File: src/rtl/apb_timer_slave.sv
// APB3 completer with a register bank and a 32-bit reloading down-counter timer.
// Optional PRESCALE register (offset 0x18) is enabled by defining APB_TIMER_PRESCALE_EN.
module apb_timer_slave #(
    parameter int          ADDR_W      = 20,
    parameter int          WAIT_STATES = 0,
    parameter logic [31:0] ID_VALUE    = 32'h5449_0001
) (
    input  logic              i_pclk,
    input  logic              i_presetn,
    input  logic              i_psel,
    input  logic              i_penable,
    input  logic              i_pwrite,
    input  logic [ADDR_W-1:0] i_paddr,
    input  logic [31:0]       i_pwdata,
    output logic [31:0]       o_prdata,
    output logic              o_pready,
    output logic              o_pslverr,
    output logic              o_irq
);
    localparam logic [3:0] WS = 4'(WAIT_STATES);

    typedef enum logic [1:0] {S_IDLE, S_SETUP, S_ACCESS} state_t;

    state_t      r_state;
    state_t      w_next;
    logic [3:0]  r_wait;
    logic        w_access;
    logic        w_ready;
    logic        w_mapped;
    logic        w_ro;
    logic        w_err;
    logic        w_wr;
    logic        w_tick;
    logic        w_expire;
    logic [5:0]  w_off;
    logic [31:0] w_rdata;

    logic        r_en;
    logic        r_irq_en;
    logic        r_oneshot;
    logic [31:0] r_load;
    logic [31:0] r_value;
    logic        r_exp;
    logic [31:0] r_scratch;
    logic        r_irq;
    logic        w_unused_addr;

    assign w_off         = i_paddr[7:2];
    assign w_unused_addr = ^{i_paddr[ADDR_W-1:8], i_paddr[1:0]};

    always_ff @(posedge i_pclk or negedge i_presetn) begin
        if (!i_presetn) r_state <= S_IDLE;
        else            r_state <= w_next;
    end

    // An access phase is only honoured after a setup phase was seen, so a
    // transfer cut by reset cannot complete on stale PSEL/PENABLE.
    always_comb begin
        w_next   = S_IDLE;
        w_access = 1'b0;
        case (r_state)
            S_SETUP, S_ACCESS: w_access = i_psel & i_penable;
            default:           w_access = 1'b0;
        endcase
        w_ready = w_access && (r_wait == WS);
        if (w_access && !w_ready)      w_next = S_ACCESS;
        else if (i_psel && !i_penable) w_next = S_SETUP;
    end

    always_ff @(posedge i_pclk or negedge i_presetn) begin
        if (!i_presetn)              r_wait <= '0;
        else if (w_access && !w_ready) r_wait <= r_wait + 4'd1;
        else                         r_wait <= '0;
    end

`ifdef APB_TIMER_PRESCALE_EN
    logic [15:0] r_psc;
    logic [15:0] r_psc_cnt;
    logic        w_psc_clr;
`endif

    always_comb begin
        w_rdata  = '0;
        w_mapped = 1'b1;
        w_ro     = 1'b0;
        case (w_off)
            6'h00: w_rdata = {29'd0, r_oneshot, r_irq_en, r_en};
            6'h01: w_rdata = r_load;
            6'h02: begin w_rdata = r_value;  w_ro = 1'b1; end
            6'h03: w_rdata = {31'd0, r_exp};
            6'h04: w_rdata = r_scratch;
            6'h05: begin w_rdata = ID_VALUE; w_ro = 1'b1; end
`ifdef APB_TIMER_PRESCALE_EN
            6'h06: w_rdata = {16'd0, r_psc};
`endif
            default: w_mapped = 1'b0;
        endcase
    end

    assign w_err     = !w_mapped || (i_pwrite && w_ro);
    assign w_wr      = w_ready && i_pwrite && !w_err;
    assign o_pready  = w_ready;
    assign o_pslverr = w_ready && w_err;
    assign o_prdata  = (w_access && !w_err) ? w_rdata : '0;
    assign o_irq     = r_irq;

`ifdef APB_TIMER_PRESCALE_EN
    assign w_psc_clr = w_wr && ((w_off == 6'h06) || (w_off == 6'h00 && !r_en && i_pwdata[0]));
    assign w_tick    = r_en && (r_psc_cnt == r_psc);

    always_ff @(posedge i_pclk or negedge i_presetn) begin
        if (!i_presetn) begin
            r_psc     <= '0;
            r_psc_cnt <= '0;
        end else begin
            if (w_wr && w_off == 6'h06) r_psc <= i_pwdata[15:0];
            if (w_psc_clr)   r_psc_cnt <= '0;
            else if (w_tick) r_psc_cnt <= '0;
            else if (r_en)   r_psc_cnt <= r_psc_cnt + 16'd1;
        end
    end
`else
    assign w_tick = r_en;
`endif

    assign w_expire = w_tick && (r_value == '0);

    // Bus writes are placed after the timer update so they take precedence
    // for EN and VALUE; EXP set by expiry beats a simultaneous clear.
    always_ff @(posedge i_pclk or negedge i_presetn) begin
        if (!i_presetn) begin
            r_en      <= 1'b0;
            r_irq_en  <= 1'b0;
            r_oneshot <= 1'b0;
            r_load    <= '0;
            r_value   <= '0;
            r_exp     <= 1'b0;
            r_scratch <= '0;
            r_irq     <= 1'b0;
        end else begin
            if (w_expire) begin
                r_exp   <= 1'b1;
                r_value <= r_load;
                if (r_oneshot) r_en <= 1'b0;
            end else if (w_tick) begin
                r_value <= r_value - 32'd1;
            end
            if (w_wr) begin
                case (w_off)
                    6'h00: {r_oneshot, r_irq_en, r_en} <= i_pwdata[2:0];
                    6'h01: begin
                        r_load  <= i_pwdata;
                        r_value <= i_pwdata;
                    end
                    6'h03: if (i_pwdata[0] && !w_expire) r_exp <= 1'b0;
                    6'h04: r_scratch <= i_pwdata;
                    default: ;
                endcase
            end
            r_irq <= r_exp & r_irq_en;
        end
    end
endmodule

File: config.mk
export PLATFORM = sky130hd
export DESIGN_NAME = apb_timer_slave
export DESIGN_NICKNAME = d
export VERILOG_FILES = /design/src/rtl/apb_timer_slave.sv
export SDC_FILE = /design/constraint.sdc
export NUM_CORES = 1
export LEC_CHECK = 0
export ABC_CLOCK_PERIOD_IN_PS = 6250
export CAP_MARGIN = 0
export CORE_ASPECT_RATIO = 0.75
export CORE_MARGIN = 2
export CORE_UTILIZATION = 58
export DETAILED_ROUTE_END_ITERATION = 12
export PLACE_DENSITY = 0.87
export SETUP_SLACK_MARGIN = 0.05
export SYNTH_ARGS = -nofsm -noshare
export SYNTH_HDL_FRONTEND = slang
export SYNTH_SLANG_ARGS = --single-unit
File: constraint.sdc
create_clock -name i_pclk -period 6.25 [get_ports i_pclk]
set_input_delay 1.875 -clock i_pclk [delete_from_list [all_inputs] [get_ports i_pclk]]
set_output_delay 1.875 -clock i_pclk [all_outputs]
set_load 0.01 [all_outputs]
Word-level counts from Yosys, hierarchy flattened
Cells that the tools add are included.
{"block": "word_totals", "rom_bits": 0, "latchBits": 0, "word_cells": 66, "ram_bits": 0, "memories": 0, "register_bits": 107}
{"block": "op_classes", "order_cmp": 0, "mux": 20, "n_eq_ne": 7, "n_shift": 0, "add_sub_neg": 2, "n_reduce_logical": 25, "n_bitwise": 2, "multipliers": 0, "div_mod_pow": 0}
{"operator": "$pmux W32 S6", "n": 1}
{"operator": "$mux W32", "n": 5}
{"operator": "$logic_not A32 Y1", "n": 1}
{"operator": "$sub A32 B1 Y32 const B", "n": 1}
{"operator": "$eq A6 B2 Y1 const B", "n": 2}
{"operator": "$eq A6 B3 Y1 const B", "n": 2}
{"operator": "$mux W1", "n": 12}
{"operator": "$logic_and A1 B1 Y1", "n": 10}
{"operator": "$eq A6 B1 Y1 const B", "n": 1}
{"operator": "$logic_not A6 Y1", "n": 1}
{"operator": "$reduce_and A2 Y1", "n": 3}
{"operator": "$reduce_or A6 Y1", "n": 1}
{"operator": "$logic_not A1 Y1", "n": 5}
{"operator": "$add A4 B1 Y4 const B", "n": 1}
{"operator": "$logic_not A4 Y1", "n": 1}
{"operator": "$mux W4", "n": 1}
{"operator": "$reduce_or A2 Y1", "n": 2}
{"operator": "$and A1 B1 Y1", "n": 2}
{"operator": "$eq A2 B1 Y1 const B", "n": 1}
{"operator": "$eq A2 B2 Y1 const B", "n": 1}
{"operator": "$mux W2", "n": 1}
{"operator": "$logic_or A1 B1 Y1", "n": 1}

Depth between registers and ports, before layout
{"block": "depth", "ltp_word": 8, "mapped_depth": 9, "ltp_nobuf": 7}

Least setup slack after synthesis
Ideal clock, no wire load.
{"block": "synth_timing", "path_kind": "in2out", "start": "input port i_paddr[3]", "end": "output port o_prdata[1]", "cell_stages": 6, "arrival_ps": 3640, "required_ps": 4375, "path_slack_ps": 735, "cell_sequence": "clkbuf_1 -> or4_1 -> nor3_1 -> clkbuf_1 -> a2bb2oi_1 -> a21oi_1"}
{"block": "synth_between", "elab_chain_cells": 8, "elab_cells_between_ends": 17, "classes_between": "eq/ne: 5; mux: 4; reduce/logical: 8"}
{"item": "from (decl)", "line_no": "13", "text": "input logic [ADDR_W-1:0] i_paddr,"}
{"item": "$eq A6 B3 Y1 (tied with other cells)", "line_no": "86", "text": "case (w_off)"}
{"item": "$reduce_or A6 Y1 (no line) or $reduce_or A2 Y1 (tied branches)"}
{"item": "$mux W1", "line_no": "86"}
{"item": "$logic_not A1 Y1 or $logic_and A1 B1 Y1 (tied branches)", "line_no": "100", "text": "assign w_err = !w_mapped || (i_pwrite && w_ro);"}
{"item": "$logic_or A1 B1 Y1", "line_no": "100"}
{"item": "$logic_not A1 Y1", "line_no": "104", "text": "assign o_prdata = (w_access && !w_err) ? w_rdata : '0;"}
{"item": "$logic_and A1 B1 Y1", "line_no": "104"}
{"item": "$mux W32 *", "line_no": "104"}
{"item": "to (decl)", "line_no": "15", "text": "output logic [31:0] o_prdata,"}
Every way passes the cells marked *; elsewhere a longest branch is shown, timed or not.

Final worst setup path
{"block": "layout_timing", "start": "input port i_paddr[7]", "end": "output port o_prdata[2]"}
The elaborated chain is that of the path after synthesis.

==> results.sh <==
export IMPL_place_port_buffers=77
export IMPL_simple_gate_share_of_the_synthesized_area_pct=21.32
export IMPL_ir_worst_vdd_uv=174.6
export IMPL_power_density_cell_area_nw_per_um2=210.2
export IMPL_critPathBufInv=3
export IMPL_leakagePower_nw=2.941
export IMPL_cts_inserted_buffers=9
export IMPL_synth_compound_gate_area_share_pct=13.19
export IMPL_async_sr_flop_fraction_pct=100.0
export IMPL_route_antenna_remaining_nets=0
export IMPL_status="complete, no violations"
export IMPL_critical_path_top_cell_by_count="clkdlybuf4s50_1"
export IMPL_hold_viol=0
export IMPL_vias_per_cell=6.484
export IMPL_timing_max_cap_violations=0
export IMPL_synth_largest_area_cell="dfrtp_1"
export IMPL_timing_critical_path_required_ns=4.38
export IMPL_grt_pass1_vias=4990
export IMPL_routedWlPerCell_microns=19.97
export IMPL_timing_critical_path_arrival_ns=4.23
export IMPL_startpoint_type="input port"
export IMPL_detailedRoute_firstPassIterationCount=7
export IMPL_critPathTopFamily="buffers and inverters"
export IMPL_fp_dieH_microns=88.64
export IMPL_timing_final_crit_share_pct=97.62
export IMPL_crit_chain="clkdlybuf4s50_1 -> or3_1 -> nor3_2 -> and2_4 -> buf_4 -> nand2_1 -> a21oi_1 -> clkdlybuf4s50_1"
export IMPL_mappedNetlistNets=629
export IMPL_floorplan_core_area_sq_um=9159
export IMPL_routabilityCongestion=0.8766
export IMPL_drt_wl_total_microns=15270
export IMPL_ys_types=49
export IMPL_synth_top_family_by_area="simple AND/OR/NAND/NOR gates"
export IMPL_areaGrowthSynthToFinish_pct=22.47
export IMPL_maximum_number_of_pins_on_one_net_before_global_route_repair=76
export IMPL_timing_worst_slew_pin_value_ns=1.217
export IMPL_final_fill_count=687
export IMPL_yosys_warnings=0
export IMPL_clock_sinks=107
export IMPL_h_tree_depth=3
export IMPL_achievable_frequency_mhz=163.9
export IMPL_worst_hold_path_type="reg -> reg"
export IMPL_global_route_usage_total_pct=31.65
export IMPL_antenna_found_initial=0
export IMPL_synthTopCellsByArea="dfrtp_1, nand2_1, mux2_2"
export IMPL_finalHoldWorstSlack_ns=0.5034
export IMPL_iter_0_drt_violations=591
export IMPL_overall_die_area_sq_um=10360
export IMPL_remaining_drc_errors=0
export IMPL_crit_path_max_incr_delay_ns=0.58
export IMPL_clock_tree_buffer_depth=2
export IMPL_worstPathMaxFanout=12
export IMPL_postSynthRegisterBits=107
export IMPL_die_w_microns=116.9
export IMPL_cts_root_buf="clkbuf_16"
export IMPL_finalClockSkew_ns=0.009446
export IMPL_grt_first_pass_wirelength_microns=25180
export IMPL_synth_fa_ha_area_share_pct=0.6775
export IMPL_synthFlopType="dfrtp_1"
export IMPL_worst_slew_margin_rel_pct=18.65
export IMPL_synthXorXnorAreaFrac_pct=4.743
export IMPL_synth_area_sq_um=5540
export IMPL_drv_slew=0
export IMPL_dp_hpwl_microns=9755
export IMPL_drive_gt1_share_pct=14.44
export IMPL_slowest_stage="clkdlybuf4s50_1"
export IMPL_syn_avg_cell_area_sq_um=9.737
export IMPL_muxShareOfSynthArea_pct=8.446
export IMPL_cts_hold_repair_buffers=0
export IMPL_synth_top_area_share_pct=48.33
export IMPL_setup_viol_count_final=0
export IMPL_tritoncts="yes"
export IMPL_clkTransAtPathRegs_ns=0.07
export IMPL_period_needed_ns=6.101
export IMPL_syn_instance_count=569
export IMPL_grt_setup_unrepaired="false"
export IMPL_synth_enable_flop_cells=0
export IMPL_core_rowCount=30
export IMPL_num_antenna_cells=0
export IMPL_start_util_pct=60.49
export IMPL_clk_latency_ns=0.35
export IMPL_io_pins=92
export IMPL_dr_total_vias=4960
export IMPL_final_setup_tns_ns=0
export IMPL_post_cts_buffers=0
export IMPL_worst_setup_path_end_kind="output pin"
export IMPL_synth_seq_area_share_pct=48.33
export IMPL_overflow=0
export IMPL_timing_worst_setup_path_type="in -> out"
export IMPL_post_layout_nets=692
-- layer usage --
layer	track usage, %	part of all wire, %	vias to the layer above
met5	0	0	-
met4	8.556	1.6	0
met3	7.603	10	33
met2	50.55	47	323
met1	43.91	41	2425
li1	-	-	2179
-- layout make-up --
class | instances | area [sq um] | area share, %
multi-input cells | 416 | 2723 | 40.13
clock buffers | 11 | 252.7 | 3.725
inverters | 7 | 26.28 | 0.3872
clock inverters | 5 | 35.03 | 0.5163
well taps | 128 | 160.2 | 2.360
repair buffers | 91 | 910.9 | 13.42
flip-flops and latches | 107 | 2678 | 39.46
-- cell usage in the layout, fill, tap and decap left out, types with 10 or more instances in the layout --
cell	count
nand2_1	119
mux2_2	38
nor4_1	12
nor2_1	46
o21ai_0	14
a21oi_1	10
nand3_1	13
buf_4	12
a222oi_1	23
nor3_1	13
xnor2_1	21
clkdlybuf4s50_1	76
o211ai_1	12
dfrtp_1	107
-- report_power, final --
group          switching (W)  internal (W)  leakage, nW
clock               0.000254      0.000293        0.142
combinational      0.0000644     0.0000646         1.39
sequential         0.0000342      0.000716         1.41
total               0.000353       0.00107         2.94
-- flip-flops by register name, indices dropped and copies added (netlist names) --
register and flops:
r_value 32, r_irq_en 1, r_wait 4, r_scratch 32, r_load 32, r_exp 1, r_oneshot 1, r_state 2
o_irq 1, r_en 1
-- kinds of logic (layout without fill, tap and decap cells) --
logic type / after synthesis / count (layout)
flops: 107 / 107
mux: 42 / 42
simple gates: 250 / 250
fa+ha+maj: 3 / 3
xor+xnor: 30 / 30
buf+inv: 46 / 114
compound gates: 91 / 91
-- cell usage after synthesis, types with 9 or more instances --
| cell | instances |
|---|---|
| a222oi_1 | 23 |
| nor4_1 | 12 |
| a22oi_1 | 9 |
| nand2_1 | 119 |
| nor3_1 | 16 |
| o211ai_1 | 12 |
| mux2_2 | 38 |
| xor2_1 | 9 |
| nand3_1 | 14 |
| o31ai_1 | 9 |
| xnor2_1 | 21 |
| a21oi_1 | 10 |
| clkbuf_1 | 28 |
| o21ai_0 | 14 |
| nor2_1 | 47 |
| dfrtp_1 | 107 |
-- path summary, 6_finish.rpt --
| path | endpoint | depth (start not counted) | slack (ns) | start |
|---|---|---|---|---|
| worst max-delay path | o_prdata[2] | 8 | 0.15 | i_paddr[7] |
| worst min-delay path | r_scratch[0]$_DFFE_PN0P_ | 1 | 0.50 | r_scratch[0]$_DFFE_PN0P_ |
| worst max register to register | r_value[6]$_DFF_PN0_ | 7 | 2.45 | r_value[0]$_DFF_PN0_ |
| worst min register to register | r_scratch[0]$_DFFE_PN0P_ | 1 | 0.50 | r_scratch[0]$_DFFE_PN0P_ |
| max in group asynchronous | r_value[11]$_DFF_PN0_ | 2 | 3.57 | i_presetn |
| min in group asynchronous | r_wait[3]$_DFF_PN0_ | 1 | 1.66 | i_presetn |
-- through the flow --
step / cell area (sq um) / worst slack [ns] / std cells / util, % / power, W
after floorplan: 5540 / 0.7347 / 569 / - / 0.0008122
after global placement: 6474 / 0.1324 / 749 / 70.68 / 0.0008768
after detailed placement: 6474 / 0.05128 / 749 / 70.68 / 0.0008859
after CTS: 6761 / 0.08792 / 765 / 73.83 / 0.001429
after global routing: 6785 / 0.05724 / 765 / 74.08 / 0.001483
final: 6785 / 0.1486 / 765 / 74.08 / 0.001426
-- repair_timing --
action / in CTS / in global routing
endpoints found under the hold margin: 0 / 0
gates resized for setup: 1 / 5
pin swaps: 0 / 0
endpoints found under the setup margin: 3 / 7
No activity file was read; power rests on OpenSTA's default activity.
